**src/rtl/output_port_arbiter.sv**
```systemverilog
// Output-port arbiter: round-robin grant among NIN input buffers into a
// single-entry registered output slot that drains and refills in one cycle.
module output_port_arbiter #(
    parameter int unsigned DW  = 64,
    parameter int unsigned NIN = 4
) (
    input  logic           clk,
    input  logic           reset,
    input  logic [NIN-1:0] i_req,
    input  logic [DW-1:0]  i_din0,
    input  logic [DW-1:0]  i_din1,
    input  logic [DW-1:0]  i_din2,
    input  logic [DW-1:0]  i_din3,
    input  logic           i_ro,
    output logic [NIN-1:0] o_gnt,
    output logic [DW-1:0]  o_so,
    output logic           o_so_valid
);

    typedef enum logic [0:0] {StEmpty, StFull} state_e;

    state_e        r_state, w_state_nxt;
    logic [1:0]    r_ptr, w_ptr_nxt;
    logic [DW-1:0] r_so, w_so_nxt;
    logic [1:0]    w_win, w_idx;
    logic          w_accept, w_grant;
    logic [DW-1:0] w_din_win;

    assign w_accept = (r_state == StEmpty) || i_ro;

    // Rotating search from r_ptr; reset masks all grants so no buffer is read.
    always_comb begin
        o_gnt   = '0;
        w_win   = 2'd0;
        w_idx   = 2'd0;
        w_grant = 1'b0;
        if (!reset && w_accept) begin
            for (int k = 0; k < 4; k++) begin
                w_idx = r_ptr + 2'(k);
                if (!w_grant && i_req[w_idx]) begin
                    o_gnt[w_idx] = 1'b1;
                    w_win        = w_idx;
                    w_grant      = 1'b1;
                end
            end
        end
    end

    always_comb begin
        case (w_win)
            2'd0:    w_din_win = i_din0;
            2'd1:    w_din_win = i_din1;
            2'd2:    w_din_win = i_din2;
            default: w_din_win = i_din3;
        endcase
    end

    always_comb begin
        w_state_nxt = r_state;
        w_ptr_nxt   = r_ptr;
        w_so_nxt    = r_so;
        if (w_grant) begin
            w_state_nxt = StFull;
            w_ptr_nxt   = w_win + 2'd1;
            w_so_nxt    = w_din_win;
        end else if (r_state == StFull && i_ro) begin
            // Drained with nothing to refill; payload is left stale.
            w_state_nxt = StEmpty;
        end
    end

    always_ff @(posedge clk) begin
        if (reset) begin
            r_state <= StEmpty;
            r_ptr   <= 2'd0;
            r_so    <= '0;
        end else begin
            r_state <= w_state_nxt;
            r_ptr   <= w_ptr_nxt;
            r_so    <= w_so_nxt;
        end
    end

    assign o_so       = r_so;
    assign o_so_valid = (r_state == StFull);

endmodule

```
**config.mk**
```make
export PLATFORM = sky130hd
export DESIGN_NAME = output_port_arbiter
export DESIGN_NICKNAME = d
export VERILOG_FILES = /design/src/rtl/output_port_arbiter.sv
export SDC_FILE = /design/constraint.sdc
export NUM_CORES = 1
export LEC_CHECK = 0
export ABC_AREA = 1
export CORE_AREA = 2 2 130 132
export DETAILED_ROUTE_END_ITERATION = 8
export DIE_AREA = 0 0 132 134
export GPL_TIMING_DRIVEN = 0
export PLACE_DENSITY = 0.7
export SYNTH_ARGS = -nofsm -noshare
export SYNTH_HDL_FRONTEND = slang
export SYNTH_SLANG_ARGS = --single-unit
```
**constraint.sdc**
```tcl
create_clock -name clk -period 9.6 [get_ports clk]
set_clock_uncertainty 0.1 [all_clocks]
set_input_delay 2.4 -clock clk [delete_from_list [all_inputs] [get_ports clk]]
set_output_delay 2.4 -clock clk [all_outputs]
set_load 0.05 [all_outputs]
```
After elaboration in Yosys (flattened, before gate mapping)
Cells that the tools add are included.
W data, S select, Z words.
{ "totals": {"regBits": 67, "word_cells": 77, "inputBits": 263} }
{ "op_classes": {"eq_ne": 2, "n_mux": 40, "reduce_logical": 16, "bitwise_logic": 4, "order_cmp": 8, "add_sub_neg": 4} }
{ "ops": {"columns": ["op", "count"], "rows": [
  ["$pmux W64 S3", 1],
  ["$mux W4", 8],
  ["$mux W1", 18],
  ["$lt A2 B3 Y1 const B", 4],
  ["$or A4 B4 Y4", 3],
  ["$mux W2", 5],
  ["$logic_and A1 B1 Y1", 9],
  ["$bmux W1 S2", 4],
  ["$demux W1 S2", 4],
  ["$ge A2 B1 Y1 const B", 4],
  ["$add A2 B1 Y2 const B", 2],
  ["$add A2 B2 Y2 const B", 2],
  ["$logic_not A1 Y1", 4],
  ["$eq A2 B1 Y1 const B", 1],
  ["$eq A2 B2 Y1 const B", 1],
  ["$logic_not A2 Y1", 1],
  ["$reduce_bool A2 Y1", 1],
  ["$logic_or A1 B1 Y1", 1],
  ["$not A1 Y1", 1]
]} }

Longest topological paths before layout
Gate-level depths: netlist of run 1.
{ "depth": {"ltp_word": 18, "depth_mapped": 21, "depth_no_buf": 19} }

Least setup slack after synthesis of run 1
OpenSTA, ideal clock, no wires.
{ "synth_path": {"path_type": "in2out", "start": "input port i_req[2]", "end": "output port o_gnt[0]", "slack_ps": 3578, "arrival_time_ps": 3522, "n_path_buf": 0, "stages": 9, "path_cell_list": "nand2_1 -> nand3_1 -> nand2_2 -> inv_1 -> nor2_2 -> nand4_1 -> nand3_1 -> nand2_1 -> inv_1"} }
{ "synth_between": {"elab_chain_cells": 16} }
{ "synth_rtl": {"columns": ["element", "line_no", "rtl"], "rows": [
  ["start: declaration", "9", "input logic [NIN-1:0] i_req,"],
  ["$bmux W1 S2", "40", "if (!w_grant && i_req[w_idx]) begin"],
  ["$mux W1 (not written as such)", "40", null],
  ["$mux W1", "40", null],
  ["$mux W1", "37", "if (!reset && w_accept) begin"],
  ["$logic_not A1 Y1", "40", null],
  ["$logic_and A1 B1 Y1", "40", null],
  ["$mux W1", "40", null],
  ["$mux W1", "37", null],
  ["$logic_not A1 Y1", "40", null],
  ["$logic_and A1 B1 Y1", "40", null],
  ["$mux W1", "40", null],
  ["$mux W1", "37", null],
  ["$logic_not A1 Y1", "40", null],
  ["$logic_and A1 B1 Y1", "40", null],
  ["$mux W4 (*)", "40", null],
  ["$mux W4 (*)", "37", null],
  ["end: declaration", "15", "output logic [NIN-1:0] o_gnt,"]
]} }
Every way passes the cells marked *; elsewhere a longest branch is shown, timed or not. The select of a mux whose other input is x is not followed.

Worst setup path in the final report of run 1
{ "layout_path": {"start": "input port i_ro", "end": "output port o_gnt[1]"} }
{ "layout_between": {"elab_chain_cells": 3} }
{ "layout_rtl": {"columns": ["element", "line_no", "rtl"], "rows": [
  ["start: declaration", "14", "input logic i_ro,"],
  ["$logic_or A1 B1 Y1", "29", "assign w_accept = (r_state == StEmpty) || i_ro;"],
  ["$logic_and A1 B1 Y1", "37", null],
  ["$mux W4", "37", null]
]} }
No other way between the ends.

==> impl_metrics.csv, run 1 <==
group,metric,value,unit
clock_network,post_cts_buffers,0,
logic_synthesis,synthTopCellsByCount,"nand2_1 (225), nor2_1 (86), nand3_1 (81)",
sta,maxSlewViolCount,0,
die,die_x,132,µm
drt,drt_iter0_drc,266,
worst_setup_path,worst_ep_arrival_time,4.95,ns
logic_synthesis,yosysTopAreaCell,"dfxtp_1",
pwr,vdd_ir_drop_max,0.104,mV
die,dieArea,17700,µm²
pwr,powerDensity,234,nW/µm²
drt,wire_per_inst,16.6,µm
job,max_cap_violations,0,
drt,dr.pass1.iters,5,
logic_synthesis,ys_seq_elements,67,
worst_hold_path,hold_depth,2,
logic_synthesis,synth.area.top_cells,"dfxtp_1 (27%), nand2_1 (17%), a22o_1 (11%), nand3_1 (8.2%), o22ai_1 (8.1%)",
clock_network,clk_pin_slew,0.06,ns
clock_network,cts_tree,"done",
worst_setup_path,cp.required,7.10,ns
logic_synthesis,synth.top_cell.area_share,0.271,
worst_setup_path,r2r_cells,19,
logic_synthesis,synth_ff_type,"dfxtp_1",
drt,ant_nets,0,
logic_synthesis,synth_cell_types,24,
die,fp.dieH,134,µm
finish,layout-drive-gt1-share,0.0783,
sta,fmax,134,MHz
global_routing,antenna_found_initial,1,
worst_setup_path,criticalPathCategory,"primary input to primary output",
placement,port_buffers,331,
clock_network,cts.htree.levels,3,
worst_hold_path,min_to,"o_so[1]",
sta,hold_viol,0,
clock_network,clk_path_buf_depth,2,
sta,setup_viol,0,
worst_setup_path,path_buf_inv,4,
clock_network,numCtsBuffers,9,
die,core,16300,µm²
logic_synthesis,synth-seq-area-share,0.271,
clock_network,cts.sinks,67,
sta,rsz0062_at_grt,"no",
drt,drc,0,
die,num_rows,47,
logic_synthesis,avgSynthCellArea,6.57,µm²
die,num_io_pins,332,
placement,gp_congestion,0.838,
clock_network,insertion_delay,0.32,ns
placement,dpl.cell_count,1303,
worst_setup_path,r2r_end,"o_so[15]",
finish,final_nets,1369,
logic_synthesis,synthMostInstantiatedCell,"nand2_1",
worst_setup_path,cpLargestDelayFamily,"buffers and inverters",
clock_network,hold_buffers,0,
global_routing,grt_start_max_net_pins,12,
worst_setup_path,critPathCaptureType,"primary output",
worst_setup_path,crit_fanout,10,
drt,via_count,6464,
pwr,p_leak,0.00400,µW
global_routing,grt_use_total,0.239,
finish,final_cells,1319,
sta,min_period,7.45,ns
sta,slew_headroom,0.402,
logic_synthesis,ys.warnings.count,0,
worst_setup_path,regToRegStartpoint,"r_ptr[0]",
logic_synthesis,syn_area,4940,µm²
global_routing,grt_pass1_wl,33300,µm
logic_synthesis,synth-edff-count,0,
placement,hpwl,17200,µm
global_routing,grt_pass1_vias,6298,
die,initial_core_util,0.303,
global_routing,grt.overflow.total,0,
clock_network,cts-root-buf,"clkbuf_16",
worst_setup_path,r2r_slack,5.16,ns
status,status,"finished, final reports clean",
logic_synthesis,synth.net_count,1027,
drt,totalWireLength,21900,µm
clock_network,ctsResizeCount,0,
worst_setup_path,cp_cell_sequence,"clkdlybuf4s50_1, nor2_1, nor2_1, buf_1, nand2_1, inv_1, clkdlybuf4s50_1",
worst_setup_path,critPathSlowestCell,"clkdlybuf4s50_1",
worst_setup_path,slowest_delay,0.81,ns
logic_synthesis,async_flop_share,0,
worst_hold_path,min_from,"o_so[1]",
worst_setup_path,start_kind,"primary input",
sta,worst_pin_slew,0.893,ns
finish,area_growth,79.0,%
pwr,totalPowerFinal,2070,µW
sta,period_share,0.776,
logic_synthesis,syn-instance-count,752,
worst_hold_path,min_path_type,"register to register",
sta,tns,0,ns
drt,viasPerCell,4.90,
-- where the power goes --
group          leakage [µW]  total (µW)  internal (µW)  switching [µW]
clock              0.000150         351            233             118
sequential         0.000555         389            344            45.6
combinational       0.00329        1330            522             812
total               0.00400        2070           1100             975
-- through the flow --
stage	hold WS, ns	setup slack [ns]	area (µm²)	util
3_5_place_dp	0.372	2.10	8530	0.524
3_3_place_gp	0.364	2.11	8530	0.524
2_1_floorplan	0.441	3.58	4940	-
5_1_grt	0.403	1.97	8840	0.543
4_1_cts	0.384	2.08	8840	0.543
6_report	0.380	2.15	8840	0.543
-- worst register-to-register path, cell delays in order, from the launching register on --
cell and delay [ns]:
dfxtp_1 0.58, inv_2 0.21, ha_1 0.39, inv_1 0.11
nand3_1 0.10, nand2_2 0.12, inv_1 0.07, nor2_2 0.29
nand2_1 0.09, o21ai_1 0.12, inv_1 0.05, nand2_1 0.11
ha_1 0.15, buf_1 0.60, buf_1 0.67, a22o_1 0.28
o22ai_1 0.10, nand3_1 0.09, nand2_1 0.05, nor2_1 0.09
-- cell type report --
cell class | count | area, µm²
Antenna cell | 1 | 2.50
Timing Repair Buffer | 331 | 3310
Tap cell | 220 | 275
Clock buffer | 13 | 250
Inverter | 20 | 75.1
Clock inverter | 2 | 60.1
Multi-Input combinational cell | 602 | 3150
Sequential cell | 67 | 1340
Fill cell | 1642 | 7450
Buffer | 63 | 377
-- how the worst max path moves through the flow --
stage | startpoint | end | slack (ns) | cells after the start
6_report | i_ro | o_gnt[1] | 2.15 | 7
3_5_place_dp | i_ro | o_gnt[2] | 2.10 | 7
3_3_place_gp | i_ro | o_gnt[2] | 2.11 | 7
2_1_floorplan | i_req[2] | o_gnt[0] | 3.58 | 9
5_1_grt | i_ro | o_gnt[3] | 1.97 | 7
4_1_cts | i_ro | o_gnt[2] | 2.08 | 7
-- sequential cells by signal (all words and copies together), names as in the netlist --
name,count
o_so,64
r_ptr,2
o_so_valid,1
-- layout by cell type (no fill, tap or decap), types with 3 or more instances in the layout --
cell             instances
clkdlybuf4s50_1        331
nand2_1                225
nor2_1                  86
nand3_1                 81
dfxtp_1                 67
a22o_1                  64
o22ai_1                 64
nor2_2                  50
clkbuf_1                40
inv_1                   17
buf_1                   12
ha_1                    12
clkbuf_16                9
buf_6                    6
nand4_1                  5
a21boi_0                 5
buf_12                   5
nand2_2                  4
inv_2                    3
-- cell families after synthesis --
family	share of synthesized area
simple gates	0.402
compound gates	0.205
buf+inv	0.0914
flops	0.271
fa+ha+maj	0.0304
-- per-layer routing --
layer / track usage / part of all wire / vias to the layer above
met2: 0.427 / 0.50 / 244
met1: 0.279 / 0.42 / 2948
met3: 0.0582 / 0.064 / 34
li1: - / - / 3238
met4: 0.0797 / 0.025 / 0
met5: 0 / 0 / -
Note: power is estimated with default switching activity, not from simulation.
==> inputs of run 2 (changes only) <==
--- a/config.mk
+++ b/config.mk
@@ -10,7 +10,7 @@
 export DETAILED_ROUTE_END_ITERATION = 8
 export DIE_AREA = 0 0 132 134
 export GPL_TIMING_DRIVEN = 0
-export PLACE_DENSITY = 0.7
+export PLACE_DENSITY = 0.73
 export SYNTH_ARGS = -nofsm -noshare
 export SYNTH_HDL_FRONTEND = slang
 export SYNTH_SLANG_ARGS = --single-unit
==> constraint.sdc (replaced) <==
create_clock -name clk -period 6.07 [get_ports clk]
set_clock_uncertainty 0.1 [all_clocks]
set_input_delay 1.5175 -clock clk [delete_from_list [all_inputs] [get_ports clk]]
set_output_delay 1.5175 -clock clk [all_outputs]
set_load 0.05 [all_outputs]
==> impl_metrics.csv, run 2 (synthesis results as in run 1) <==
group,metric,value,unit
drt,drt_iter0_drc,207,
finish,final_nets,1369,
finish,final_cells,1318,
sta,maxSlewViolCount,0,
finish,layout_common_cells,"clkdlybuf4s50_1 (331), nand2_1 (225), nor2_1 (86), nand3_1 (81), dfxtp_1 (67)",
placement,port_buffers,331,
clock_network,hold_buffers,0,
sta,rsz0062_at_grt,"no",
pwr,powerDensity,364,nW/µm²
pwr,sequentialPowerShare,0.192,
worst_setup_path,r2r_end,"o_so[15]",
die,initial_core_util,0.303,
sta,hold_viol,0,
global_routing,grt_start_max_net_pins,12,
worst_setup_path,critPathSlowestCell,"clkdlybuf4s50_1",
global_routing,grt_pass1_wl,34300,µm
drt,viasPerCell,4.94,
pwr,p_int,1650,µW
worst_setup_path,r2r_slack,1.62,ns
clock_network,clk_path_buf_depth,2,
worst_setup_path,start_kind,"primary input",
pwr,switching_power,1550,µW
die,fp.dieH,134,µm
global_routing,grt_pass1_vias,6417,
clock_network,clk_pin_slew,0.05,ns
die,dieArea,17700,µm²
sta,period_share,0.945,
finish,fillerInstances,1623,
pwr,pwr-share-comb,0.659,
drt,ant_nets,0,
sta,fmax,174,MHz
clock_network,insertion_delay,0.34,ns
worst_setup_path,endpoint,"o_gnt[1]",
placement,hpwl,17400,µm
die,num_rows,47,
status,status,"finished, final reports clean",
job,max_cap_violations,0,
clock_network,cts.sinks,67,
worst_setup_path,slowest_delay,0.81,ns
worst_setup_path,critPathCaptureType,"primary output",
clock_network,numCtsBuffers,9,
global_routing,grt_use_total,0.246,
finish,layout-drive-gt1-share,0.0792,
worst_setup_path,crit_fanout,10,
worst_setup_path,cp.required,4.45,ns
placement,gp_congestion,0.859,
finish,antenna_cells,0,
drt,wire_per_inst,17.0,µm
global_routing,antenna_found_initial,0,
sta,setup_viol,0,
pwr,p_leak,0.00398,µW
sta,tns,0,ns
finish,layout_commonest_cell,"clkdlybuf4s50_1",
die,num_io_pins,332,
clock_network,cts-root-buf,"clkbuf_16",
sta,min_period,5.73,ns
worst_setup_path,path_buf_inv,4,
clock_network,post_cts_buffers,0,
clock_network,cts_tree,"done",
worst_setup_path,cp.depth,7,
pwr,swShare,0.484,
drt,dr.pass1.iters,4,
worst_setup_path,criticalPathCategory,"primary input to primary output",
worst_setup_path,cp_cell_sequence,"clkdlybuf4s50_1, nor2_1, nor2_1, buf_1, nand2_1, inv_1, clkdlybuf4s50_1",
finish,largest_reg_flops,64,
die,die_x,132,µm
drt,drc,0,
global_routing,grt.overflow.total,0,
sta,worst_pin_slew,0.904,ns
drt,totalWireLength,22400,µm
worst_hold_path,min_path_type,"register to register",
worst_setup_path,crit_start,"i_ro",
drt,via_count,6505,
sta,slew_headroom,0.395,
clock_network,cts.htree.levels,3,
finish,area_growth,77.9,%
worst_setup_path,cpLargestDelayFamily,"buffers and inverters",
pwr,vdd_ir_drop_max,0.144,mV
worst_setup_path,worst_ep_arrival_time,4.12,ns
die,core,16300,µm²
worst_setup_path,r2r_cells,19,
pwr,pwr-share-clk,0.148,
placement,dpl.cell_count,1303,
clock_network,ctsResizeCount,0,
worst_setup_path,regToRegStartpoint,"r_ptr[0]",
run 2: cell types whose count changed in the layout (fill, tap and decap cells not counted), sizes merged:
cell	before	now
bufinv	2	0
clkbuf	50	49
clkinv	0	3
diode	1	0
run 2: final cells by class:
| type | instances | area (µm²) | area share |
|---|---|---|---|
| Buffer | 63 | 377 | 0.0428 |
| Inverter | 20 | 75.1 | 0.00854 |
| Multi-Input combinational cell | 602 | 3150 | 0.358 |
| Clock inverter | 3 | 15.0 | 0.00171 |
| Tap cell | 220 | 275 | 0.0313 |
| Timing Repair Buffer | 331 | 3310 | 0.377 |
| Sequential cell | 67 | 1340 | 0.153 |
| Clock buffer | 12 | 246 | 0.0280 |
run 2: worst reg2reg max path, stage by stage, from the launching register on:
cell,delay (ns)
dfxtp_1,0.60
inv_2,0.21
ha_1,0.40
inv_1,0.11
nand3_1,0.09
nand2_2,0.12
inv_1,0.07
nor2_2,0.30
nand2_1,0.09
o21ai_1,0.12
inv_1,0.06
nand2_1,0.11
ha_1,0.15
buf_1,0.55
buf_1,0.68
a22o_1,0.24
o22ai_1,0.07
nand3_1,0.09
nand2_1,0.09
nor2_1,0.11
run 2: worst min-delay path by stage:
| stage | from | cells after the start | to | slack [ns] |
|---|---|---|---|---|
| floorplan | r_ptr[1] | 2 | r_ptr[1] | 0.44 |
| global placement | o_so[61] | 2 | o_so[61] | 0.36 |
| detailed placement | o_so[51] | 2 | o_so[51] | 0.37 |
| CTS | o_so[51] | 2 | o_so[51] | 0.39 |
| global route | o_so[61] | 2 | o_so[61] | 0.40 |
| finish | o_so[62] | 2 | o_so[62] | 0.38 |
run 2: power groups by stage:
stage,sequential (µW),combinational [µW],clock [µW]
final,615,2110,474
after global routing,627,2290,504
after CTS,615,2120,485
after detailed placement,623,2110,0
after global placement,617,2100,0
after floorplan,955,1050,0
run 2: per-layer routing:
metal	GRT usage	wire, µm	vias to the layer above
li1	-	-	3243
met1	0.278	8960	2974
met2	0.445	11300	256
met3	0.0665	1710	32
met4	0.0870	455	0
met5	0	0	-
run 2: per-stage QoR:
step / setup slack [ns] / cell area, µm² / hold slack [ns] / power (µW) / utilization
finish: 0.337 / 8790 / 0.383 / 3200 / 0.540
global route: 0.138 / 8790 / 0.402 / 3420 / 0.540
CTS: 0.280 / 8790 / 0.386 / 3220 / 0.540
detailed placement: 0.255 / 8530 / 0.373 / 2730 / 0.524
global placement: 0.269 / 8530 / 0.363 / 2720 / 0.524
floorplan: 1.81 / 4940 / 0.441 / 2000 / -
==> inputs of run 3 (changes only) <==
--- a/config.mk
+++ b/config.mk
@@ -6,7 +6,9 @@
 export NUM_CORES = 1
 export LEC_CHECK = 0
 export ABC_AREA = 1
+export ABC_CLOCK_PERIOD_IN_PS = 6070
 export CORE_AREA = 2 2 130 132
+export CTS_BUF_LIST = sky130_fd_sc_hd__clkbuf_16
 export DETAILED_ROUTE_END_ITERATION = 8
 export DIE_AREA = 0 0 132 134
 export GPL_TIMING_DRIVEN = 0
==> impl_metrics.csv, run 3 (synthesis results as in run 1) <==
group,metric,value,unit
finish,layout-drive-gt1-share,0.0783,
worst_setup_path,cp_cell_sequence,"clkdlybuf4s50_1, nor2_1, nor2_1, buf_1, nand2_1, inv_1, clkdlybuf4s50_1",
pwr,pwr-share-comb,0.663,
clock_network,cts.htree.levels,3,
drt,wire_per_inst,16.9,µm
sta,hold_viol,0,
global_routing,grt_use_met1,0.278,
clock_network,clk_path_buf_depth,2,
placement,placed_cell_area,8530,µm²
worst_setup_path,cpLargestDelayFamily,"buffers and inverters",
worst_setup_path,critPathCaptureType,"primary output",
worst_hold_path,min_from,"o_so[51]",
global_routing,grt_use_total,0.246,
global_routing,antenna_found_initial,0,
pwr,powerDensity,362,nW/µm²
clock_network,cts_tree,"done",
global_routing,grt_util_met2,0.446,
drt,totalWireLength,22300,µm
global_routing,top_usage_layer,"met2",
global_routing,grt.overflow.total,0,
worst_hold_path,min_path_type,"register to register",
sta,tns,0,ns
clock_network,insertion_delay,0.33,ns
worst_setup_path,r2r_slack,1.61,ns
worst_setup_path,r2r_cells,21,
drt,drc,0,
die,dieArea,17700,µm²
finish,largest_reg_flops,64,
pwr,totalPowerFinal,3180,µW
finish,area_growth,77.7,%
sta,worst_pin_slew,0.913,ns
drt,drt_iter0_drc,204,
worst_setup_path,critPathSlowestCell,"clkdlybuf4s50_1",
clock_network,hold_buffers,0,
worst_setup_path,r2r_end,"o_so[44]",
clock_network,post_cts_buffers,0,
pwr,switching_power,1540,µW
placement,port_buffers,331,
pwr,sequentialPowerShare,0.194,
finish,multi_input_area,3150,µm²
finish,antenna_cells,0,
worst_setup_path,criticalPathCategory,"primary input to primary output",
worst_setup_path,start_kind,"primary input",
sta,maxSlewViolCount,0,
drt,viasPerCell,4.93,
clock_network,clk_pin_slew,0.05,ns
worst_setup_path,cp.required,4.45,ns
pwr,vdd_ir_drop_max,0.141,mV
die,num_io_pins,332,
finish,fillerInstances,1628,
worst_setup_path,regToRegStartpoint,"r_ptr[0]",
clock_network,numCtsBuffers,9,
global_routing,grt_util_met3,0.0665,
clock_network,cts-root-buf,"clkbuf_16",
sta,fin_ws,0.331,ns
die,fp.dieH,134,µm
worst_setup_path,slowest_delay,0.81,ns
worst_hold_path,min_to,"o_so[51]",
die,num_rows,47,
sta,slew_headroom,0.389,
sta,rsz0062_at_grt,"no",
sta,setup_viol,0,
placement,gp_congestion,0.859,
drt,ant_nets,0,
sta,fmax,174,MHz
die,core,16300,µm²
global_routing,grt_start_max_net_pins,12,
finish,final_nets,1369,
worst_setup_path,path_buf_inv,4,
finish,layout_commonest_cell,"clkdlybuf4s50_1",
finish,design_area,8780,µm²
worst_setup_path,worst_ep_arrival_time,4.12,ns
pwr,p_int,1640,µW
sta,min_period,5.74,ns
pwr,pwr-share-clk,0.143,
global_routing,grt_pass1_wl,34300,µm
pwr,p_leak,0.00398,µW
clock_network,ctsResizeCount,0,
placement,dp_slack,0.255,ns
placement,hpwl,17400,µm
job,max_cap_violations,0,
worst_hold_path,hold_depth,2,
die,initial_core_util,0.303,
clock_network,cts.sinks,67,
drt,dr.pass1.iters,5,
worst_setup_path,crit_fanout,10,
status,status,"finished, final reports clean",
sta,period_share,0.945,
finish,regArea,1340,µm²
global_routing,grt_pass1_vias,6425,
die,die_x,132,µm
pwr,swShare,0.485,
drt,via_count,6492,
finish,layout_common_cells,"clkdlybuf4s50_1 (331), nand2_1 (225), nor2_1 (86), nand3_1 (81), dfxtp_1 (67)",
==> run 3: cell types whose count changed in the layout (fill, tap and decap cells not counted) <==
cell / delta
clkbuf_1: -2
inv_1: +2
clkbuf_8: -1
clkinv_1: +1
==> run 3: area by class of cell <==
cell class | instances | area share
Clock inverter | 6 | 0.00299
Inverter | 20 | 0.00855
Tap cell | 220 | 0.0313
Timing Repair Buffer | 331 | 0.377
Sequential cell | 67 | 0.153
Clock buffer | 9 | 0.0256
Buffer | 63 | 0.0429
Multi-Input combinational cell | 602 | 0.359
==> run 3: power by group through the flow <==
stage          Clock, µW  Sequential (µW)  Combinational, µW
3_5_place_dp           0              623               2110
6_report             456              615               2110
3_3_place_gp           0              617               2100
2_1_floorplan          0              955               1050
4_1_cts              468              615               2120
5_1_grt              488              627               2290
==> run 3: per-layer routing <==
metal	up-vias	share of wire
li1	3241	-
met1	2952	0.40
met2	266	0.50
met3	33	0.075
met4	0	0.023
met5	-	0
==> run 3: worst register-to-register path: stages (launching register included) <==
cell and delay, ns:
dfxtp_1 0.60, inv_2 0.21, ha_1 0.40, inv_1 0.11
nand3_1 0.09, nand2_2 0.12, inv_1 0.07, nor2_2 0.30
nand2_1 0.09, o21ai_1 0.12, inv_1 0.06, nand2_1 0.11
inv_1 0.07, ha_1 0.17, inv_1 0.06, clkbuf_1 0.61
clkbuf_1 0.45, nand2_1 0.10, o22ai_1 0.25, nand3_1 0.11
nand2_1 0.08, nor2_1 0.04
==> run 3: worst max path at each step <==
| stage | startpoint | endpoint | slack, ns | cells past startpoint |
|---|---|---|---|---|
| 2_1_floorplan | i_req[2] | o_gnt[0] | 1.81 | 9 |
| 3_3_place_gp | i_ro | o_gnt[1] | 0.27 | 7 |
| 3_5_place_dp | i_ro | o_so[34] | 0.25 | 14 |
| 4_1_cts | i_ro | o_gnt[3] | 0.28 | 7 |
| 5_1_grt | i_ro | o_gnt[3] | 0.14 | 7 |
| 6_report | i_ro | o_gnt[1] | 0.33 | 7 |
==> run 3: stage by stage <==
| step | instances | hold WS, ns | utilization |
|---|---|---|---|
| 5_1_grt | 1318 | 0.402 | 0.539 |
| 6_report | 1318 | 0.384 | 0.539 |
| 3_3_place_gp | 1303 | 0.363 | 0.524 |
| 3_5_place_dp | 1303 | 0.373 | 0.524 |
| 4_1_cts | 1318 | 0.386 | 0.539 |
| 2_1_floorplan | 752 | 0.441 | - |
